==> src/rtl/wb_efb_arbiter.sv <==
// Two-master Wishbone arbiter for the EFB slave port.
// Round-robin with cyc lock and an ack-timeout watchdog.
module wb_efb_arbiter #(
    parameter int ADDR_W = 8,
    parameter int DATA_W = 8,
    parameter int TO_CYC = 255
) (
    input  logic              xclk,
    input  logic              rst,

    input  logic              m0_cyc,
    input  logic              m0_stb,
    input  logic              m0_we,
    input  logic [ADDR_W-1:0] m0_adr,
    input  logic [DATA_W-1:0] m0_dat_i,
    output logic [DATA_W-1:0] m0_dat_o,
    output logic              m0_ack,
    output logic              m0_err,

    input  logic              m1_cyc,
    input  logic              m1_stb,
    input  logic              m1_we,
    input  logic [ADDR_W-1:0] m1_adr,
    input  logic [DATA_W-1:0] m1_dat_i,
    output logic [DATA_W-1:0] m1_dat_o,
    output logic              m1_ack,
    output logic              m1_err,

    output logic              s_cyc,
    output logic              s_stb,
    output logic              s_we,
    output logic [ADDR_W-1:0] s_adr,
    output logic [DATA_W-1:0] s_dat_o,
    input  logic [DATA_W-1:0] s_dat_i,
    input  logic              s_ack_i,

    output logic [1:0]        gnt
);

    typedef enum logic [1:0] {
        IDLE  = 2'd0,
        G0    = 2'd1,
        G1    = 2'd2,
        ABORT = 2'd3
    } state_t;

    localparam logic [15:0] TO_LAST = 16'(TO_CYC - 1);

    state_t            state;
    state_t            nextState;
    logic              last;
    logic              nextLast;
    logic [1:0]        gntQ;
    logic [1:0]        nextGnt;
    logic [15:0]       timer;
    logic [DATA_W-1:0] rdData;

    logic              granted;
    logic              selM1;
    logic              ownCyc;
    logic              toHit;

    // Granted means a live Gn state; ABORT keeps gnt but not the bus.
    assign granted = (state == G0) || (state == G1);
    assign selM1   = (state == G1);
    assign ownCyc  = gntQ[1] ? m1_cyc : m0_cyc;

    // Timeout fires only while the owner still holds cyc and no ack arrives.
    assign toHit = granted && ownCyc && s_stb && !s_ack_i
                   && (timer == TO_LAST);

    assign gnt = gntQ;

    // Slave-side mux driven from the registered grant.
    always_comb begin
        s_cyc   = 1'b0;
        s_stb   = 1'b0;
        s_we    = 1'b0;
        s_adr   = '0;
        s_dat_o = '0;
        if (granted) begin
            if (selM1) begin
                s_cyc   = m1_cyc;
                s_stb   = m1_stb;
                s_we    = m1_we;
                s_adr   = m1_adr;
                s_dat_o = m1_dat_i;
            end else begin
                s_cyc   = m0_cyc;
                s_stb   = m0_stb;
                s_we    = m0_we;
                s_adr   = m0_adr;
                s_dat_o = m0_dat_i;
            end
        end
    end

    // Ack and abort routing back to the owning master.
    always_comb begin
        m0_ack = s_ack_i && granted && !selM1;
        m1_ack = s_ack_i && granted && selM1;
        m0_err = toHit && !selM1;
        m1_err = toHit && selM1;
    end

    // Next-state, grant and round-robin pointer.
    always_comb begin
        nextState = state;
        nextLast  = last;
        nextGnt   = gntQ;
        unique case (state)
            IDLE: begin
                if (m0_cyc && m1_cyc) begin
                    nextState = last ? G0 : G1;
                end else if (m0_cyc) begin
                    nextState = G0;
                end else if (m1_cyc) begin
                    nextState = G1;
                end
            end
            G0: begin
                if (!m0_cyc) begin
                    nextState = IDLE;
                end else if (toHit) begin
                    nextState = ABORT;
                end
            end
            G1: begin
                if (!m1_cyc) begin
                    nextState = IDLE;
                end else if (toHit) begin
                    nextState = ABORT;
                end
            end
            ABORT: begin
                if (!ownCyc) begin
                    nextState = IDLE;
                end
            end
            default: nextState = IDLE;
        endcase

        unique case (nextState)
            IDLE:    nextGnt = 2'b00;
            G0:      nextGnt = 2'b01;
            G1:      nextGnt = 2'b10;
            ABORT:   nextGnt = gntQ;
            default: nextGnt = 2'b00;
        endcase

        if (state == IDLE && nextState == G0) begin
            nextLast = 1'b0;
        end else if (state == IDLE && nextState == G1) begin
            nextLast = 1'b1;
        end
    end

    // State, grant and pointer registers.
    always_ff @(posedge xclk) begin
        if (rst) begin
            state <= IDLE;
            gntQ  <= 2'b00;
            last  <= 1'b1;
        end else begin
            state <= nextState;
            gntQ  <= nextGnt;
            last  <= nextLast;
        end
    end

    // Watchdog timer: counts stalled strobe cycles, saturating.
    always_ff @(posedge xclk) begin
        if (rst) begin
            timer <= '0;
        end else if (!granted || nextState != state
                     || s_ack_i || !s_stb) begin
            timer <= '0;
        end else if (timer != 16'hFFFF) begin
            timer <= timer + 16'd1;
        end
    end

    // Read data capture on every slave ack.
    always_ff @(posedge xclk) begin
        if (rst) begin
            rdData <= '0;
        end else if (s_ack_i) begin
            rdData <= s_dat_i;
        end
    end

    assign m0_dat_o = rdData;
    assign m1_dat_o = rdData;

endmodule
==> config.mk <==
export PLATFORM = sky130hd
export DESIGN_NAME = wb_efb_arbiter
export DESIGN_NICKNAME = d
export VERILOG_FILES = /design/src/rtl/wb_efb_arbiter.sv
export SDC_FILE = /design/constraint.sdc
export NUM_CORES = 1
export LEC_CHECK = 0
export ABC_AREA = 1
export CORE_MARGIN = 4
export CORE_UTILIZATION = 43
export CTS_BUF_LIST = sky130_fd_sc_hd__clkbuf_8
export DETAILED_ROUTE_END_ITERATION = 12
export PLACE_DENSITY = 0.79
export SYNTH_ARGS = -nofsm -noshare
export SYNTH_HDL_FRONTEND = slang
export SYNTH_SLANG_ARGS = --single-unit
==> constraint.sdc <==
create_clock -name xclk -period 2.8 [get_ports xclk]
set_input_delay 0.28 -clock xclk [delete_from_list [all_inputs] [get_ports xclk]]
set_output_delay 0.28 -clock xclk [all_outputs]
set_load 0.01 [all_outputs]
Word-level counts from Yosys, hierarchy flattened --
Index checks and enable logic that the tools add are counted.
Word-level totals: RAM bits 0, output and inout bits 41, bits in latches 0, register bits 29, ROM bits 0, memories kept 0
Operators by class: $mul 0, shift operators 0, divide/modulo/power cells 0, muxes and demuxes 23, eq/ne operators 9, reduce and logical (&&, ||, !) cells 24, bitwise gates (word level) 0, $lt $le $gt $ge 0, add/subtract/negate cells 1
Operators by type and width (number):
- 8-bit two-way mux | 4
- 16-bit by 1-bit adder with 16-bit output, second input constant | 1
- 16-bit by 8-bit == test with 1-bit output, second input constant | 1
- 2-bit two-way mux | 8
- 16-bit != test, second input constant | 1
- 1-bit logical AND | 12
- 1-bit two-way mux | 9
- 2-bit == test, second input constant | 4
- 2-bit case mux with 4 select lines | 1
- 2-bit case mux with 3 select lines | 1
- 2-bit by 1-bit == test with 1-bit output, second input constant | 2
- 1-bit zero test | 4
- 2-bit zero test | 2
- 1-bit logical OR | 4
- 2-bit != test | 1
- 2-bit nonzero test | 1
- 2-bit OR reduction | 1

Longest topological paths before layout --
Gate-level depths: netlist (run 1).
word-level depth 14, depth in mapped cells 13

Worst setup path after synthesis (run 1) --
No wires, ideal clock.
path kind flip-flop to flip-flop, from register state[0], to register timer[4], buffers on the path 2, library setup time 124 ps, setup slack 843 ps, arrival time 1834 ps, stages on the path, launching flop included 12, required time 2676 ps, path through dfxtp_1 > inv_1 > ha_1 > buf_2 > nand3_2 > nor2_1 > nand3_2 > nand3_2 > nand3_1 > nand2_4 > buf_6 > nor3_2
Between the ends: cells in the longest elaborated chain, start to end 14, elaborated cells between the ends (all ways) 26, those cells by class eq/ne: 4; mux: 10; reduce/logical: 12
Ends and longest elaborated chain:
- from (decl) | RTL line 49 | state_t state;
- from (signal assigned) | RTL line 165 | state <= nextState;
- 2-bit == test or 2-bit by 1-bit == test with 1-bit output (tied branches) | RTL line 64, 65, 111
- 1-bit two-way mux or 1-bit logical OR (tied branches) | RTL line 82, 64
- 1-bit two-way mux or 1-bit logical AND (tied branches) | RTL line 81, 69
- 1-bit logical AND (2 in series) | RTL line 69 | assign toHit = granted && ownCyc && s_stb && !s_ack_i
- 1-bit logical AND | RTL line 70 | && (timer == TO_LAST);
- 2-bit two-way mux | RTL line 124, 131
- 2-bit two-way mux (on tied branches) | RTL line 129, 122
- 2-bit case mux with 4 select lines | RTL line 111 | unique case (state)
- 2-bit != test | RTL line 175 | end else if (!granted || nextState != state
- 1-bit logical OR | RTL line 175
- 1-bit logical OR | RTL line 176 | || s_ack_i || !s_stb) begin
- 1-bit logical OR (*) | RTL line 176
- 2-bit OR reduction (no source line) (*)
- to (signal assigned) | RTL line 179 | timer <= timer + 16'd1;
- to (decl) | RTL line 55 | logic [15:0] timer;
Mark *: on every way between the ends. The rest lies on a longest branch, timed or not. A chain may end at the register's enable or synchronous reset.

Final worst setup path (run 1) --
from register state[0], to output m0_err
Between the ends: cells in the longest elaborated chain, start to end 7, elaborated cells between the ends (all ways) 11, those cells by class eq/ne: 2; mux: 2; reduce/logical: 7
Ends and longest elaborated chain:
- 2-bit == test or 2-bit by 1-bit == test with 1-bit output (tied branches) | RTL line 64, 65
- 1-bit two-way mux or 1-bit logical OR (tied branches) | RTL line 82, 64
- 1-bit two-way mux or 1-bit logical AND (tied branches) | RTL line 81, 69
- 1-bit logical AND (2 in series) | RTL line 69
- 1-bit logical AND | RTL line 70
- 1-bit logical AND (*) | RTL line 102 | m0_err = toHit && !selM1;
- to (decl) | RTL line 18 | output logic m0_err,
Marks and branches as above.

==> impl_metrics.ini, run 1 <==
[outcome]
status = finished clean

[floorplanning]
start_util_pct = 45.58
rows = 24
ioPinCount = 90
die_h_um = 76.64
core_region_area_um2 = 4444
dieArea_um2 = 5873
die_w_um = 76.64

[clock_network]
clockRootBuffer = clkbuf_8
cts_inserted_buffers = 5
cts.sinks = 29
tritoncts = yes
holdBufCountCts = 0
ctsLongestPathBuffers = 2
cts_setup_buffers = 0
cts.repair.resized = 0
htree_levels = 2
path_clk_slew_ns = 0.06
worstSkewPairLatency_ns = 0.28

[worst_setup_path]
critPathTopFamily = buffers and inverters
r2r_start = state[0]
r2r_slack_ns = 0.57
critPathCaptureType = primary output
reg2reg_depth = 10
cp_common_cell = nor2_1
cp_num_buf_inv = 2
timing.rr.end = timer[12]
worstPathArrival_ns = 2.34
worstPathRequired_ns = 2.52
critPathMaxFanout = 11
cp_slowest_cell = clkdlybuf4s50_1
worstSetupPathType = register to primary output
slowest_delay_ns = 0.54
worstPathCellList = inv_1, ha_2, nand3_2, nor2_1, nand2_1, nor2_1, clkdlybuf4s50_1
start_kind = register

[sta]
relSlewSlack_pct = 71.65
rsz0062_at_grt = no
period_share_pct = 93.68
slew_viol_final = 0
fmax_mhz = 381.3
finalHoldViolCount = 0
fin_skew_ns = 0.002048
period_minus_slack_ns = 2.623
finalSetupTns_ns = 0
tightest_slew_ns = 0.4208
setup_viol = 0

[layout]
syn2layout_area_growth_pct = 47.44
drive_gt1_share_pct = 12.14
diodes = 0
finish.utilization_pct = 67.20
final_nets = 434

[global_route]
grt_pass1_vias = 1930
grt_pass1_wl_mm = 9.225
antenna_found_initial = 0
grt-ovfl-total = 0
grt_max_degree = 17
grt.total_usage_pct = 19.07

[yosys]
synth_top_area_share_pct = 28.66
synthCells = 295
yosysMostFrequentCell = nor2_1
synth_top_area_cell = dfxtp_1
netlist_top_cells_area = dfxtp_1 29%, nor2_1 14%, o21ai_0 7.2%
ys_seq_elements = 29
synth.avg_cell_area_um2 = 6.867
synth_edf_count = 0
async_flop_share_pct = 0
synth_common_cells = 78 x nor2_1, 32 x nand2_1, 29 x dfxtp_1, 29 x o21ai_0, 28 x inv_1
yosys_warnings = 0
syn_area_um2 = 2026
synth_cell_types = 30
synth_nets = 351
synth_seq_area_share_pct = 28.66
synth-main-ff-cell = dfxtp_1

[route]
firstDrtPassIters = 4
drt_iter0_drc = 116
num_vias = 2098
wl_per_cell_um = 12.88
drcViolationCount = 0
via_per_inst = 4.868
antenna_left = 0
wirelength_mm = 5.553

[run]
maxCapViolations = 0

[power]
ir_worst_vdd_mv = 0.3680
leakage_nw = 1.194
power_density_nw_per_um2 = 669.8

[min_path]
hp-class = register to register
worstHoldPathCells = 2
hold_end = last
hp-start = last

[placement]
dp.final_hpwl_mm = 4.496
place_congestion = 0.8905
port_buffers = 89
[layer usage]
metal	global-route usage [%]	vias to the layer above	part of all wire, %
li1	-	1092	-
met1	22.43	920	44
met2	33.83	79	48
met3	5.437	7	7.0
met4	4.891	0	0.99
met5	0	-	0
[how the worst max path moves through the flow]
| stage | startpoint | endpoint | cells after the start |
|---|---|---|---|
| 6_report | state[0] | m0_err | 7 |
| 5_1_grt | state[0] | m0_err | 7 |
| 4_1_cts | state[0] | m0_err | 7 |
| 3_5_place_dp | state[0] | m0_err | 7 |
| 3_3_place_gp | state[0] | m0_err | 7 |
| 2_1_floorplan | state[0] | timer[4] | 11 |
[flip-flops by register name, indices dropped and copies added, names as in the netlist]
signal    flops
timer        16
m0_dat_o      8
gnt           2
state         2
last          1
[power breakdown]
| part | switching (mW) | internal, mW | total [mW] |
|---|---|---|---|
| clock | 0.161 | 0.171 | 0.332 |
| sequential | 0.0383 | 0.454 | 0.492 |
| combinational | 0.631 | 0.546 | 1.18 |
[kinds of logic after synthesis]
family / Yosys count / share of synthesized area (%)
xor+xnor: 12 / 5.188
flops: 29 / 28.66
simple gates: 164 / 41.51
buf+inv: 48 / 11.55
fa+ha+maj: 7 / 4.323
compound gates: 35 / 8.771
[placed cells by master (no fill, tap or decap)]
cell / count
a21oi_1: 4
buf_4: 4
clkbuf_8: 5
clkdlybuf4s50_1: 89
clkinv_1: 2
clkinv_2: 2
clkinvlp_4: 1
dfxtp_1: 28
dfxtp_2: 1
ha_1: 5
ha_2: 2
inv_1: 28
inv_2: 1
nand2_1: 32
nand2_2: 3
nand2_4: 6
nand3_1: 6
nand3_2: 5
nand3_4: 1
nand3b_1: 2
nand4_1: 1
nor2_1: 78
nor2_2: 1
nor2_4: 2
nor3_1: 14
nor3_2: 11
nor3b_1: 1
o21a_1: 1
o21ai_0: 29
o21ai_1: 1
or2_2: 1
xnor2_1: 2
xor2_1: 10
[metrics by stage]
stage | total power, mW | cells | instance area (um^2) | setup WS (ns) | hold WS (ns)
5_1_grt | 2.152 | 431 | 2987 | 0.02628 | 0.4940
3_3_place_gp | 1.665 | 423 | 2894 | 0.4947 | 0.4498
6_report | 2.001 | 431 | 2987 | 0.1771 | 0.4769
2_1_floorplan | 1.175 | 295 | 2026 | 0.8428 | 0.3609
4_1_cts | 2.015 | 431 | 2980 | 0.1003 | 0.4762
3_5_place_dp | 1.678 | 423 | 2894 | 0.4158 | 0.4593
[final cells by class]
type / instances / area, um^2
Clock inverter: 3 / 17.52
Fill cell: 392 / 1458
Timing Repair Buffer: 93 / 920.9
Clock buffer: 5 / 68.82
Multi-Input combinational cell: 218 / 1216
Sequential cell: 29 / 581.8
Inverter: 31 / 116.4
Tap cell: 52 / 65.06
[worst reg2reg max path, stage by stage (launching register included)]
cell and delay, ns:
dfxtp_1 0.44, inv_1 0.15, ha_2 0.45, nand3_2 0.11, nor2_1 0.16, nand3_2 0.13
nand2_2 0.11, nand2_4 0.08, nand2_4 0.09, nand3_4 0.21, nor3_1 0.23
Power figures use the tool's default switching activity.
==> run 2, diff against run 1 <==
ABC_AREA = not set   (was 1)
SKIP_LAST_GASP = 1   (was not set)
==> run 2 against run 1 <==
Effect of this change:
- first-iteration DRC count grew 8.6%
- clock power hardly changed
- register-to-register slack lost 0.10 ns
- non-clock buffer count is 3 higher
- largest power group unchanged
- setup slack improved by 0.0057 ns
- critical path type unchanged
- global-route usage down 0.34 points
- count of clock-buffer cells in the layout did not move
- critical endpoint is now s_dat_o[1]
- sequential power shrank 4.7%
- design area is 0.46% lower
- total power shrank 30%
- sequential cell count unchanged
- critical path depth is 1 lower
==> impl_metrics.ini, run 2 <==
[power]
leakage_nw = 1.087
power_density_nw_per_um2 = 469.1
ir_worst_vdd_mv = 0.3019

[layout]
syn2layout_area_growth_pct = 49.25
drive_gt1_share_pct = 11.01
layoutNonFillerInstCount = 370
final_common_cell = clkdlybuf4s50_1
final_nets = 373
final_cell_mix = 89 x clkdlybuf4s50_1, 30 x mux2i_1, 28 x dfxtp_1
diodes = 0
largest_register_ffs = 16
top_register = timer

[clock_network]
worstSkewPairLatency_ns = 0.28
path_clk_slew_ns = 0.06
ctsLongestPathBuffers = 2
htree_levels = 2
clockRootBuffer = clkbuf_8
cts.sinks = 29
tritoncts = yes
cts_setup_buffers = 0
cts_inserted_buffers = 5

[worst_setup_path]
r2r_start = state[0]
path_depth = 6
worstPathRequired_ns = 2.52
startpoint = state[0]
r2r_slack_ns = 0.47
timing.rr.end = last
cp_slowest_cell = clkdlybuf4s50_1
start_kind = register
slowest_delay_ns = 0.57
endpoint = s_dat_o[1]
critPathTopFamily = buffers and inverters
critPathMaxFanout = 17
worstSetupPathType = register to primary output
cp_num_buf_inv = 3
worstPathCellList = inv_1, ha_2, buf_4, mux2i_1, nor2b_1, clkdlybuf4s50_1
reg2reg_depth = 8
worstPathArrival_ns = 2.34
critPathCaptureType = primary output

[placement]
dp.final_hpwl_mm = 4.316
dp_slack_ns = 0.2909
place_inst = 362
place_congestion = 0.8298
port_buffers = 89

[global_route]
antenna_found_initial = 0
met2_usage_pct = 30.91
grt-ovfl-total = 0
use_met1_pct = 23.14
use_met3_pct = 4.492
top_usage_layer = met2
grt_max_degree = 21
grt_pass1_vias = 1781
grt_pass1_wl_mm = 8.935
grt.total_usage_pct = 18.74

[sta]
setup_viol = 0
period_minus_slack_ns = 2.617
setup_ws_ns = 0.1827
fmax_mhz = 382.1
tightest_slew_ns = 0.5774
finalHoldViolCount = 0
relSlewSlack_pct = 61.25
rsz0062_at_grt = no
fin_skew_ns = 0.007271
finalSetupTns_ns = 0
slew_viol_final = 0
period_share_pct = 93.47
holdWs_ns = 0.4692

[floorplanning]
ioPinCount = 90
start_util_pct = 45.12
dieArea_um2 = 5785
die_h_um = 76.06
die_w_um = 76.06
rows = 24
core_region_area_um2 = 4414

[route]
drcViolationCount = 0
via_per_inst = 5.041
firstDrtPassIters = 4
antenna_left = 0
num_vias = 1865
drt_iter0_drc = 126
wl_per_cell_um = 14.56
wirelength_mm = 5.386

[run]
maxCapViolations = 0

[yosys]
synthCells = 233
syn_area_um2 = 1992
synth-main-ff-cell = dfxtp_1
synth_top_area_share_pct = 29.15
synth_nets = 289
synth_edf_count = 0
ys_seq_elements = 29
netlist_top_cells_area = dfxtp_1 29%, mux2i_1 15%, nor2b_1 6.9%
async_flop_share_pct = 0
yosysMostFrequentCell = mux2i_1
synth_seq_area_share_pct = 29.15
synth.avg_cell_area_um2 = 8.549
synth_top_area_cell = dfxtp_1
yosys_warnings = 0
synth_common_cells = 30 x mux2i_1, 29 x dfxtp_1, 22 x nor2b_1, 21 x nor2_1, 13 x nand2_1
synth_cell_types = 44

[outcome]
status = finished clean

[min_path]
hp-class = register to register
hp-start = gnt[0]
-- run 2: changes by cell type in the layout (fill, tap and decap cells not counted), sizes merged, moves of 7 or more --
| cell | delta |
|---|---|
| a211oi | +7 |
| inv | -23 |
| mux2i | +30 |
| nand2 | -28 |
| nor2 | -50 |
| nor2b | +22 |
| nor3 | -20 |
| o21ai | -27 |
| xor2 | -7 |
-- run 2: logic make-up (layout without fill, tap and decap cells) --
kind of cell	Yosys count	count (layout)	share of synthesized area (%)
AOI/OAI and AO/OA	29	29	11.43
xor gates and xnor gates	8	8	3.518
adders and majority gates	7	7	4.397
buffers and inverters	25	110	7.035
DFF	29	29	29.15
muxes	30	30	15.08
and+or+nand+nor	105	105	29.40
-- run 2: final cells by class --
cell class	instances	area (um^2)
multi-input cells	179	1274
repair buffers	96	943.4
inverters	6	22.52
flip-flops and latches	29	581.8
fillers	377	1441
well taps	52	65.06
clock inverters	3	17.52
clock buffers	5	68.82
-- run 2: power breakdown --
part / internal (mW) / leakage, nW / switching (mW)
clock: 0.171 / 0.0439 / 0.163
sequential: 0.439 / 0.236 / 0.0296
combinational: 0.335 / 0.806 / 0.257
total: 0.945 / 1.09 / 0.450
-- run 2: worst min-delay path by stage --
stage                        endpoint  slack, ns  cells after the start
after CTS                      gnt[0]       0.48                      1
after global routing           gnt[0]       0.51                      1
after global placement         gnt[0]       0.45                      1
after detailed placement       gnt[0]       0.46                      1
final                          gnt[0]       0.47                      1
after floorplan           m0_dat_o[0]       0.43                      2
-- run 2: metal layers --
layer	vias to the layer above	wire [um]
li1	969	-
met1	833	2316
met2	53	2669
met3	10	263
met4	0	137
met5	-	0
-- run 2: what timing repair did --
action	4_1_cts	5_1_grt
cloned	0	0
endpoints found under the setup margin	2	13
gates resized for setup	1	1
hold buffers	0	0
endpoints found under the hold margin	0	0
-- run 2: metrics by stage --
| stage | util [%] | area, um^2 | total power, mW |
|---|---|---|---|
| after floorplan | - | 1992 | 0.7850 |
| after global placement | 65.31 | 2883 | 1.065 |
| after detailed placement | 65.31 | 2883 | 1.071 |
| after CTS | 67.29 | 2970 | 1.411 |
| after global routing | 67.35 | 2973 | 1.481 |
| final | 67.35 | 2973 | 1.395 |
